## src/rtl/video_pattern_gen.sv

```systemverilog
// Test-pattern source for the HDMI transmitter: renders one registered RGB
// pixel per clk_pixel from the transmitter's (cx,cy), switching modes only at frame start.
module video_pattern_gen #(
  parameter int          BIT_WIDTH   = 11,
  parameter int          BIT_HEIGHT  = 10,
  parameter logic [23:0] SOLID_COLOR = 24'hFF0000,
  parameter int          CHECK_LOG2  = 5,
  parameter int          BAR_WIDTH   = 16,
  parameter int          BAR_SPEED   = 4
) (
  input  logic                  clk_pixel,
  input  logic                  sys_resetn,
  input  logic [2:0]            mode,
  input  logic [BIT_WIDTH-1:0]  cx,
  input  logic [BIT_HEIGHT-1:0] cy,
  input  logic [BIT_WIDTH-1:0]  screen_width,
  input  logic [BIT_HEIGHT-1:0] screen_height,
  output logic [23:0]           rgb,
  output logic                  frame_start,
  output logic [7:0]            frame_count
);

  localparam logic [23:0] WHITE = 24'hFFFFFF;
  localparam logic [23:0] BLACK = 24'h000000;
  localparam logic [23:0] BLUE  = 24'h0000FF;
  localparam logic [BIT_WIDTH:0]    BAR_SPEED_W = (BIT_WIDTH+1)'(BAR_SPEED);
  localparam logic [BIT_WIDTH:0]    BAR_WIDTH_W = (BIT_WIDTH+1)'(BAR_WIDTH);
  localparam logic [BIT_WIDTH-1:0]  ONE_X       = BIT_WIDTH'(1'b1);
  localparam logic [BIT_HEIGHT-1:0] ONE_Y       = BIT_HEIGHT'(1'b1);

  function automatic logic [23:0] bar_colour(input logic [2:0] idx);
    case (idx)
      3'd0:    bar_colour = 24'hFFFFFF;
      3'd1:    bar_colour = 24'hFFFF00;
      3'd2:    bar_colour = 24'h00FFFF;
      3'd3:    bar_colour = 24'h00FF00;
      3'd4:    bar_colour = 24'hFF00FF;
      3'd5:    bar_colour = 24'hFF0000;
      3'd6:    bar_colour = 24'h0000FF;
      default: bar_colour = 24'h000000;
    endcase
  endfunction

  logic [2:0]           mode_r;
  logic [BIT_WIDTH-1:0] bar_x_r;
  logic [23:0]          rgb_r;
  logic                 frame_start_r;
  logic [7:0]           frame_count_r;

  logic                 fs_s;
  logic [2:0]           mode_eff_s;
  logic [BIT_WIDTH:0]   bar_sum_s;
  logic [BIT_WIDTH:0]   bar_end_s;
  logic [BIT_WIDTH-1:0] bar_next_s;
  logic                 in_bar_s;
  logic [BIT_WIDTH-1:0] bar_w_s;
  logic [2:0]           idx_s;
  logic                 border_s;
  logic                 blank_s;
  logic [23:0]          pix_s;

  // The (0,0) pixel already uses the mode sampled on its own edge.
  assign fs_s       = (cx == '0) && (cy == '0);
  assign mode_eff_s = fs_s ? mode : mode_r;
  assign bar_sum_s  = {1'b0, bar_x_r} + BAR_SPEED_W;
  assign bar_next_s = (bar_sum_s < {1'b0, screen_width}) ? bar_sum_s[BIT_WIDTH-1:0] : '0;
  assign bar_end_s  = {1'b0, bar_x_r} + BAR_WIDTH_W;
  assign in_bar_s   = (cx >= bar_x_r) && ({1'b0, cx} < bar_end_s);
  assign bar_w_s    = screen_width >> 3;
  assign border_s   = (cx == '0) || (cy == '0) ||
                      (cx == screen_width - ONE_X) || (cy == screen_height - ONE_Y);
  assign blank_s    = (cx >= screen_width) || (cy >= screen_height);

  // Colour-bar index: count how many of the seven bar boundaries cx has passed.
  always_comb begin
    logic [BIT_WIDTH+2:0] thr_s;
    thr_s = '0;
    idx_s = 3'd0;
    for (int k = 0; k < 7; k++) begin
      thr_s = thr_s + {3'b000, bar_w_s};
      if ({3'b000, cx} >= thr_s) idx_s = idx_s + 3'd1;
      else                       idx_s = idx_s;
    end
  end

  // Pattern select for the current coordinate.
  always_comb begin
    pix_s = BLACK;
    if (blank_s) begin
      pix_s = BLACK;
    end else begin
      case (mode_eff_s)
        3'd0:    pix_s = SOLID_COLOR;
        3'd1:    pix_s = bar_colour(idx_s);
        3'd2:    pix_s = (cx[CHECK_LOG2] ^ cy[CHECK_LOG2]) ? WHITE : BLACK;
        3'd3:    pix_s = {3{cx[7:0]}};
        3'd4:    pix_s = in_bar_s ? WHITE : BLUE;
        3'd5:    pix_s = border_s ? WHITE : BLACK;
        default: pix_s = BLACK;
      endcase
    end
  end

  // Output pixel register plus per-frame state (mode, bar position, frame counter).
  always_ff @(posedge clk_pixel or negedge sys_resetn) begin
    if (!sys_resetn) begin
      rgb_r         <= 24'h000000;
      frame_start_r <= 1'b0;
      frame_count_r <= 8'd0;
      mode_r        <= 3'd0;
      bar_x_r       <= '0;
    end else begin
      rgb_r         <= pix_s;
      frame_start_r <= fs_s;
      if (fs_s) begin
        mode_r        <= mode;
        frame_count_r <= frame_count_r + 8'd1;
        bar_x_r       <= bar_next_s;
      end else begin
        mode_r        <= mode_r;
        frame_count_r <= frame_count_r;
        bar_x_r       <= bar_x_r;
      end
    end
  end

  assign rgb         = rgb_r;
  assign frame_start = frame_start_r;
  assign frame_count = frame_count_r;

endmodule

```

## config.mk

```make
export PLATFORM = sky130hd
export DESIGN_NAME = video_pattern_gen
export DESIGN_NICKNAME = d
export VERILOG_FILES = /design/src/rtl/video_pattern_gen.sv
export SDC_FILE = /design/constraint.sdc
export NUM_CORES = 1
export LEC_CHECK = 0
export CORE_UTILIZATION = 30
export DETAILED_ROUTE_END_ITERATION = 8
export PLACE_DENSITY = 0.54
export SLEW_MARGIN = 20
export SYNTH_ARGS = -nofsm -noshare
export SYNTH_HDL_FRONTEND = slang
export SYNTH_SLANG_ARGS = --single-unit
export TNS_END_PERCENT = 20
```

## constraint.sdc

```tcl
create_clock -name clk_pixel -period 3.4 [get_ports clk_pixel]
set_input_delay 0.34 -clock clk_pixel [delete_from_list [all_inputs] [get_ports clk_pixel]]
set_output_delay 0.34 -clock clk_pixel [all_outputs]
set_load 0.03 [all_outputs]
```

Yosys cells after proc, flatten, opt, wreduce, memory -nomap -nowiden
Index checks and enable logic that the tools add are counted.
{ "word_totals": {"out_inout_bits": 33, "reg_bits": 47, "word_cells": 73, "input_bits": 47} }
{ "classes": {"reduce_logical": 10, "magnitude_cmp": 12, "addsub": 17, "eq_ne": 13, "bitwise": 1, "muxes": 15} }
{ "ops": {"columns": ["cell", "n"], "rows": [
  ["$pmux W24 S7", 1],
  ["$pmux W24 S6", 1],
  ["$mux W24", 4],
  ["$ge A11 B11 Y1", 3],
  ["$mux W3", 6],
  ["$add A3 B1 Y3 const B", 5],
  ["$eq A3 B3 Y1 const B", 5],
  ["$add A13 B8 Y14", 1],
  ["$ge A11 B14 Y1", 1],
  ["$add A12 B8 Y13", 1],
  ["$ge A11 B13 Y1", 1],
  ["$add A11 B3 Y12 const B", 1],
  ["$add A11 B5 Y12 const B", 1],
  ["$add A11 B8 Y12", 1],
  ["$eq A3 B2 Y1 const B", 4],
  ["$ge A11 B12 Y1", 1],
  ["$lt A11 B12 Y1", 1],
  ["$lt A12 B11 Y1", 1],
  ["$add A10 B8 Y11", 1],
  ["$eq A11 B11 Y1", 1],
  ["$ge A11 B10 Y1", 1],
  ["$ge A11 B8 Y1", 1],
  ["$ge A11 B9 Y1", 1],
  ["$logic_not A11 Y1", 1],
  ["17 further kinds", 23]
]} }

Depth between registers and ports, before layout
Gate-level depths: netlist of the first run.
{ "logic_depth": {"ltp_word": 18, "ltp_mapped": 35, "ltp_nobuf": 34} }

Least setup slack after synthesis of the first run
OpenSTA, ideal clock, no wires.
{ "synth_timing": {"kind": "in2reg", "startpoint": "in screen_width[4]", "endpoint": "reg rgb_r[22], in the netlist rgb[22]", "stages": 29, "required_ns": 3.264, "arrival_ns": 6.665, "setup_ns": 0.136, "n_path_buf": 1, "slack_ns": -3.401, "path_cell_list": "clkbuf_1 inv_1 ha_1 a211oi_2 o21ai_0 xor2_1 ha_1 a21oi_1 o21ai_0 xor2_1 ha_1 o41ai_1 nand2_1 and3b_1 o21a_1 or2_2 inv_1 ha_1 a21o_1 a221oi_1 o21ai_0 a221o_1 ha_1 a21o_1 ha_1 inv_1 a311o_1 o21ai_2 a21oi_1"} }
{ "synth_between": {"elab_chain_len": 18, "elab_cells_between_ends": 43, "classes_between": "add/sub: 13; order compare: 8; eq/ne: 7; mux: 11; reduce/logical: 4"} }
{ "synth_lines": {"columns": ["item", "line_no", "source"], "rows": [
  ["from (decl)", "16", "input logic [BIT_WIDTH-1:0] screen_width,"],
  ["branches (longest 17 deep; another with $add A13 B8 Y14)", null, null],
  ["$mux W24 (*)", "89", "if (blank_s) begin"],
  ["via pix_s[22]", "60", "logic [23:0] pix_s;"],
  ["to (signal assigned)", "113", "rgb_r <= pix_s;"],
  ["to (decl)", "46", "logic [23:0] rgb_r;"]
]} }
Mark *: on every way through the listed nets, which the timed path passes.
A chain may end at the register's enable or synchronous reset.

Final worst setup path of the first run
{ "layout_timing": {"startpoint": "in screen_width[4]", "endpoint": "reg rgb_r[19], in the netlist rgb[19]"} }
Same word-level chain as after synthesis.

==> metrics.cfg, run 1 <==
[global_routing]
grt_pass1_vias=7503
grt_max_degree=46
antenna_found_initial=0
grt_pass1_wl_um=37400
track_usage_pct=19.1
grt-ovfl-total=0

[logic_synthesis]
netlist.area_leader.share_pct=29.1
syn_inst=884
ys_seq_elements=45
ys_warn_count=0
ys_seq_area_share_pct=15.4
async_flop_share_pct=100
ys.flop_type=dfrtp_1
synth_top_area_cell=ha_1
yosysUniqueCellTypes=70
synthesis.nets=1105
yosys-top-cells-area=ha_1 29%, dfrtp_1 15%, xnor2_1 8.0%
syn_area_per_cell_um2=8.27
synth_area_um2=7310
synth_edf_count=0

[drt]
dr.pass1.iters=4
antenna_left=0
totalWireLength_um=23600
dr.first_iter.drc_count=323
vias=7443
drc=0
vias_per_cell=4.91
wire_per_inst_um=15.6

[setup_path]
r2r_start=bar_x_r[4]
required_ns=3.57
worstPathArrival_ns=6.47
critical_path.max_fanout=8
reg2reg_depth=14
crit_slowest_cell=o311ai_0
endpoint=rgb[19]
reg2reg_slack_ns=0.42
cp-startpoint=screen_width[4]
r2r_end=rgb[19]
crit_path_end_kind=register
crit_type=input port to register
worstSetupStartpointType=input port
worst_path_largest_cell_delay_ns=0.54

[power]
p_leak_uw=0.00521
p_sw_uw=3270
p_int_uw=4400
pwr-share-clk_pct=6.3
powerDensity_nw_per_um2=694
swShare_pct=42.7
comb_power_share_pct=86.4
vdd_drop_max_v=0.000671
seq_power_share_pct=7.2

[layout]
final_common_cell=buf_4
area_delta_synth_final_pct=51.4
final_cell_mix=230 x buf_4, 151 x ha_1, 72 x inv_1, 72 x clkdlybuf4s50_1, 67 x nor2_1
diodes=0
drive_above_1_share_pct=29.2
nNetsFinal=1417
nFillCells=2331
final_area_um2=11100

[placement]
hpwl_um=19000
port-buffer-count=79
place_congestion=0.927
placed_area_um2=10100
place_ws_ns=-3.72

[timing]
setup_viol=24
clock_skew_ns=0.00640
tightest_slew_ns=0.582
min_period_ns=6.31
slew_headroom_pct=60.7
hold_viol=0
drv_slew=0
min_period_over_period_pct=186
fmax_mhz=159
fin_ws_ns=-2.91
rsz0062_at_grt=true

[floorplan]
io_pins=80
die_x_um=158
core_area_um2=23700
die_y_um=158
rows=56
start_util_pct=30.9
die_area_um2=25000

[clock_network]
path_clk_slew_ns=0.06
cts_root_buffer=clkbuf_16
clk_path_buf_depth=2
cts_sinks=45
cts_buffers=5
h-tree-depth=2
clkLatencyLatePin_ns=0.29
cts_hold_buf=0
cts_tree=built

[hold_path]
hold_path_class=input port to asynchronous set/reset pin

[run_status]
status=complete, but fails checks
violations=negative setup slack

[job]
maxCapViolCount=0

==> synthesized netlist by cell type, types with 9 or more instances <==
cell type,n
nand2_1,39
a21o_1,23
nand4_1,9
nor2b_1,15
dfrtp_1,45
a21oi_1,65
nand3_1,24
o21ai_0,64
nor2_1,70
inv_1,79
xor2_1,21
xnor2_1,67
nor3_1,18
clkbuf_1,12
o21a_1,18
ha_1,170
nand2b_1,25
==> worst max-delay path: cells and delay by family <==
| family | cells | cell delay (ns) |
|---|---|---|
| AO/OA/AOI/OAI | 12 | 2.78 |
| XOR/XNOR | 3 | 0.43 |
| adder cells (fa/ha/maj) | 6 | 1.61 |
| buffers and inverters | 10 | 0.97 |
| AND/OR/NAND/NOR | 2 | 0.33 |
==> metrics by stage <==
step           util [%]  TNS, ns  hold slack [ns]  std cells  total power, uW
6_report           46.7   -63.83           0.0417       1516             7670
5_1_grt            46.7   -72.25            0.104       1516             8430
4_1_cts            45.5   -62.46            0.270       1509             7250
3_5_place_dp       42.7   -85.74            0.474       1479             6060
3_3_place_gp       42.7   -83.80            0.463       1479             5950
2_1_floorplan         -   -62.25           0.0444        884             3830
==> routing by layer <==
layer | part of all wire [%] | up-vias | global-route usage, %
li1 | - | 3788 | -
met1 | 46 | 3488 | 24.3
met2 | 49 | 143 | 34.9
met3 | 3.3 | 24 | 1.07
met4 | 1.7 | 0 | 4.53
met5 | 0 | - | 0
==> how the worst min path moves through the flow <==
stage,start,end,slack (ns),depth (start not counted)
global route,sys_resetn,bar_x_r[5],0.10,1
CTS,sys_resetn,bar_x_r[10],0.27,1
floorplan,sys_resetn,bar_x_r[10],0.04,0
global placement,frame_count[7],frame_count[7],0.46,1
detailed placement,frame_count[7],frame_count[7],0.47,1
finish,sys_resetn,bar_x_r[6],0.04,1
==> logic make-up (layout without fill, tap and decap cells) <==
| logic type | Yosys count | after routing | share of synthesized area [%] |
|---|---|---|---|
| AOI/OAI and AO/OA | 238 | 238 | 21.0 |
| and+or+nand+nor | 238 | 238 | 16.4 |
| adders and majority gates | 174 | 174 | 30.2 |
| buffers and inverters | 92 | 405 | 4.73 |
| xor gates and xnor gates | 91 | 91 | 11.3 |
| DFF | 45 | 45 | 15.4 |
| muxes | 6 | 6 | 0.890 |
==> timing repair <==
| action | in CTS | in global routing |
|---|---|---|
| resized for setup | 95 | 38 |
| endpoints found under the setup margin | 24 | 24 |
| buffers inserted | 22 | 7 |
| pin swaps | 54 | 36 |
| hold endpoints to repair | 0 | 0 |
==> state kept, by name, indices dropped and copies added, names as in the netlist <==
register,flops
bar_x_r,9
frame_count,8
frame_start,1
mode_r,3
rgb,24
==> area by class of cell <==
class                   instances  area, um^2  area share (%)
well taps                     319         399            3.61
clock inverters                 3        21.3           0.192
flip-flops and latches         45        1130            10.2
clock buffers                   5         125            1.13
inverters                      79         310            2.80
multi-input cells             747        6450            58.3
repair buffers                318        2630            23.8
==> power groups by stage <==
stage / combinational, uW / sequential [uW] / clock (uW)
2_1_floorplan: 3240 / 592 / 0
3_3_place_gp: 5380 / 567 / 0
3_5_place_dp: 5490 / 567 / 0
4_1_cts: 6190 / 556 / 500
5_1_grt: 7360 / 557 / 518
6_report: 6630 / 556 / 487
No activity file was read; power rests on OpenSTA's default activity.
==> run 2, diff against run 1 <==
--- a/config.mk
+++ b/config.mk
@@ -6,8 +6,9 @@
 export NUM_CORES = 1
 export LEC_CHECK = 0
 export CORE_UTILIZATION = 30
+export CTS_CLUSTER_DIAMETER = 80
 export DETAILED_ROUTE_END_ITERATION = 8
-export PLACE_DENSITY = 0.54
+export PLACE_DENSITY = 0.46
 export SLEW_MARGIN = 20
 export SYNTH_ARGS = -nofsm -noshare
 export SYNTH_HDL_FRONTEND = slang
==> metrics.cfg, run 2 (synthesis results as in run 1) <==
[drt]
vias_per_cell=4.79
dr.first_iter.drc_count=214
totalWireLength_um=23100
dr.pass1.iters=4
antenna_left=0
drc=0
wire_per_inst_um=15.3
vias=7228

[setup_path]
r2r_start=bar_x_r[4]
reg2reg_slack_ns=0.52
worst_path_largest_cell_delay_ns=0.40
crit_slowest_cell=fa_2
cp_common_cell=ha_4
crit_type=input port to register
required_ns=3.56
critical_path.max_fanout=8
worstSetupStartpointType=input port
r2r_end=rgb[19]
worstPathArrival_ns=6.37
reg2reg_depth=15
crit_path_end_kind=register

[clock_network]
cts_tree=built
path_clk_slew_ns=0.07
cts_buffers=5
clk_path_buf_depth=2
clkLatencyLatePin_ns=0.29
cts_sinks=45
h-tree-depth=2
cts_root_buffer=clkbuf_16

[placement]
placed_area_um2=10000
place_ws_ns=-3.66
place_congestion=0.824
port-buffer-count=79
hpwl_um=18900

[layout]
seqCellArea_um2=1130
drive_above_1_share_pct=28.8
final_area_um2=10900
final_common_cell=buf_4
fin_util_pct=46.1
nFillCells=2405
area_delta_synth_final_pct=49.3
largest_reg_flops=24
nNetsFinal=1409
multiInputGateArea_um2=6360
final_cell_mix=224 x buf_4, 151 x ha_1, 73 x inv_1
diodes=0

[timing]
fin_ws_ns=-2.81
clock_skew_ns=0.00402
tightest_slew_ns=0.595
min_period_ns=6.21
hold_viol=0
rsz0062_at_grt=true
drv_slew=0
tns_ns=-62.51
fmax_mhz=161
slew_headroom_pct=60.3
min_period_over_period_pct=183
setup_viol=24

[power]
p_leak_uw=0.00516
vdd_drop_max_v=0.000534
powerDensity_nw_per_um2=665

[run_status]
status=complete, but fails checks
violations=negative setup slack

[floorplan]
io_pins=80
core_area_um2=23700
die_y_um=158
rows=56
die_area_um2=25000
start_util_pct=30.9
die_x_um=158

[job]
maxCapViolCount=0

[global_routing]
antenna_found_initial=0
grt-ovfl-total=0
grt_pass1_vias=7275
grt_pass1_wl_um=37600
track_usage_pct=19.3
grt_max_degree=46

[hold_path]
hold_path_class=input port to asynchronous set/reset pin

==> run 2: cell count changes in the layout (fill, tap and decap cells not counted), sizes merged <==
| cell | change |
|---|---|
| clkdlybuf4s15 | +1 |
| buf | -9 |
==> run 2: repair_timing <==
item / 4_1_cts / 5_1_grt
gates resized for setup: 108 / 15
buffers inserted: 28 / 5
hold buffers: 0 / 0
pin swaps: 56 / 17
setup endpoints to repair: 24 / 24
hold endpoints to repair: 0 / 0
==> run 2: worst max-delay path by stage <==
stage | startpoint | end | slack [ns]
CTS | screen_width[4] | rgb[19] | -2.77
floorplan | screen_width[5] | rgb[16] | -2.92
global placement | screen_width[5] | rgb[18] | -3.58
global route | screen_width[5] | rgb[19] | -3.08
detailed placement | screen_width[5] | rgb[18] | -3.66
finish | screen_width[5] | rgb[19] | -2.81
==> run 2: area by class of cell <==
class	instances	area share, %
clock buffer	5	1.15
clock inverter	3	0.229
inverter	79	2.87
multi-input combinational	747	58.3
sequential	45	10.3
tap	319	3.66
timing repair buffer	310	23.5
==> run 2: per-layer routing <==
layer | GRT usage (%) | share of wire (%) | vias up
met5 | 0 | 0 | -
li1 | - | - | 3773
met2 | 36.2 | 50 | 90
met3 | 0.903 | 2.0 | 11
met1 | 24.5 | 47 | 3354
met4 | 2.84 | 0.92 | 0
==> run 2: critical path: cells and delay by family <==
family / cells / cell delay (ns)
simple gates: 4 / 0.71
fa+ha+maj: 6 / 1.63
xor+xnor: 1 / 0.19
compound gates: 14 / 2.70
buf+inv: 7 / 0.80
==> run 2: where the power goes <==
group          switching [uW]  leakage [uW]  internal [uW]
Clock                     220     0.0000704            276
Sequential               4.57      0.000591            549
Combinational            2840       0.00450           3370
Total                    3060       0.00516           4200
==> run 2: metrics by stage <==
step,instances,power [uW],hold slack (ns)
2_1_floorplan,884,3830,0.0444
3_3_place_gp,1467,5930,0.460
3_5_place_dp,1467,5970,0.470
4_1_cts,1503,7060,0.285
5_1_grt,1508,8040,0.0902
6_report,1508,7260,0.0403
==> run 3, diff against run 2 <==
--- a/config.mk
+++ b/config.mk
@@ -5,6 +5,7 @@
 export SDC_FILE = /design/constraint.sdc
 export NUM_CORES = 1
 export LEC_CHECK = 0
+export CORE_MARGIN = 2
 export CORE_UTILIZATION = 30
 export CTS_CLUSTER_DIAMETER = 80
 export DETAILED_ROUTE_END_ITERATION = 8
==> metrics.cfg, run 3 (synthesis results as in run 1) <==
[clock_network]
cts_root_buffer=clkbuf_16
cts_tree=built
cts_hold_buf=0
cts_buffers=5
cts_sinks=45
clkLatencyLatePin_ns=0.29
clk_path_buf_depth=2
h-tree-depth=2
path_clk_slew_ns=0.07

[timing]
rsz0062_at_grt=true
drv_slew=0
min_period_over_period_pct=179
hold_viol=0
slew_headroom_pct=60.1
min_period_ns=6.10
fmax_mhz=164
fin_ws_ns=-2.70
tightest_slew_ns=0.599
clock_skew_ns=0.00407
setup_viol=24

[layout]
final_cell_mix=240 x buf_4, 152 x ha_1, 72 x inv_1
final_common_cell=buf_4
nNetsFinal=1429
largest_reg_flops=24
area_delta_synth_final_pct=52.8
drive_above_1_share_pct=31.0
diodes=0
fin_util_pct=46.3

[setup_path]
r2r_start=bar_x_r[2]
crit_type=input port to register
critical_path.max_fanout=8
r2r_end=rgb[23]
crit_slowest_cell=or3_4
worstPathArrival_ns=6.27
crit_path_end_kind=register
cp_common_cell=ha_1
reg2reg_slack_ns=0.63
worstSetupStartpointType=input port
reg2reg_depth=13
cp-startpoint=screen_width[4]
required_ns=3.57
worst_path_largest_cell_delay_ns=0.37

[drt]
totalWireLength_um=23800
vias=7316
antenna_left=0
dr.first_iter.drc_count=236
vias_per_cell=4.77
drc=0
wire_per_inst_um=15.5
dr.pass1.iters=4

[global_routing]
track_usage_pct=18.7
antenna_found_initial=0
grt-ovfl-total=0
grt_max_degree=46
grt_pass1_wl_um=38600
grt_pass1_vias=7489

[power]
power_uw=8260
pwr-share-clk_pct=6.0
powerDensity_nw_per_um2=740
p_leak_uw=0.00532
swShare_pct=41.4
vdd_drop_max_v=0.000690
comb_power_share_pct=87.2
p_sw_uw=3420
p_int_uw=4840
seq_power_share_pct=6.7

[floorplan]
die_area_um2=25600
core_area_um2=24100
start_util_pct=30.3
io_pins=80
rows=57
die_y_um=160
die_x_um=160

[placement]
hpwl_um=19200
place_ws_ns=-3.68
place_congestion=0.857
port-buffer-count=79

[hold_path]
hold_path_class=input port to asynchronous set/reset pin

[run_status]
violations=negative setup slack
status=complete, but fails checks

[job]
maxCapViolCount=0

run 3: worst max-delay path: cells and delay by family:
family / cells / cell delay (ns)
adders and majority gates: 6 / 1.60
AOI/OAI and AO/OA: 15 / 2.20
buffers and inverters: 6 / 0.64
xor gates and xnor gates: 3 / 0.45
and+or+nand+nor: 7 / 0.99
run 3: final cells by class:
cell class,count,area [um^2]
multi-input combinational,747,6460
timing repair buffer,330,2710
sequential,45,1130
clock buffer,5,125
inverter,79,313
tap,324,405
clock inverter,3,25.0
fill,2403,12900
run 3: metrics by stage:
stage	instance area, um^2	std cells	setup TNS, ns	hold slack [ns]
after floorplan	7400	884	-62.25	0.0444
after global placement	10100	1486	-84.60	0.461
after detailed placement	10100	1486	-86.70	0.468
after CTS	11000	1527	-63.79	0.292
after global routing	11200	1533	-69.54	0.101
final	11200	1533	-62.45	0.0339
run 3: power groups by stage:
stage / Sequential (uW) / Clock (uW) / Combinational, uW
after global routing: 556 / 530 / 7920
after floorplan: 592 / 0 / 3240
after CTS: 556 / 514 / 6800
after global placement: 567 / 0 / 5460
after detailed placement: 566 / 0 / 5510
final: 556 / 499 / 7210
run 3: repair_timing:
item | in CTS | in global routing
pin swaps | 61 | 36
endpoints found under the setup margin | 24 | 24
gates resized for setup | 110 | 43
buffers inserted | 33 | 6
run 3: per-layer routing:
| metal | wire [um] | share of wire [%] | up-vias | global-route usage (%) |
|---|---|---|---|---|
| met4 | 627 | 2.6 | 0 | 5.69 |
| met1 | 10900 | 46 | 3350 | 23.3 |
| met2 | 11700 | 49 | 123 | 34.4 |
| li1 | - | - | 3813 | - |
| met5 | 0 | 0 | - | 0 |
| met3 | 656 | 2.8 | 30 | 1.25 |
run 3: how the worst max path moves through the flow:
stage,depth (start not counted),slack [ns],to
after floorplan,31,-2.92,rgb[16]
after global placement,31,-3.64,rgb[20]
after detailed placement,33,-3.68,rgb[18]
after CTS,33,-2.77,rgb[23]
after global routing,37,-3.00,rgb[23]
final,37,-2.70,rgb[23]
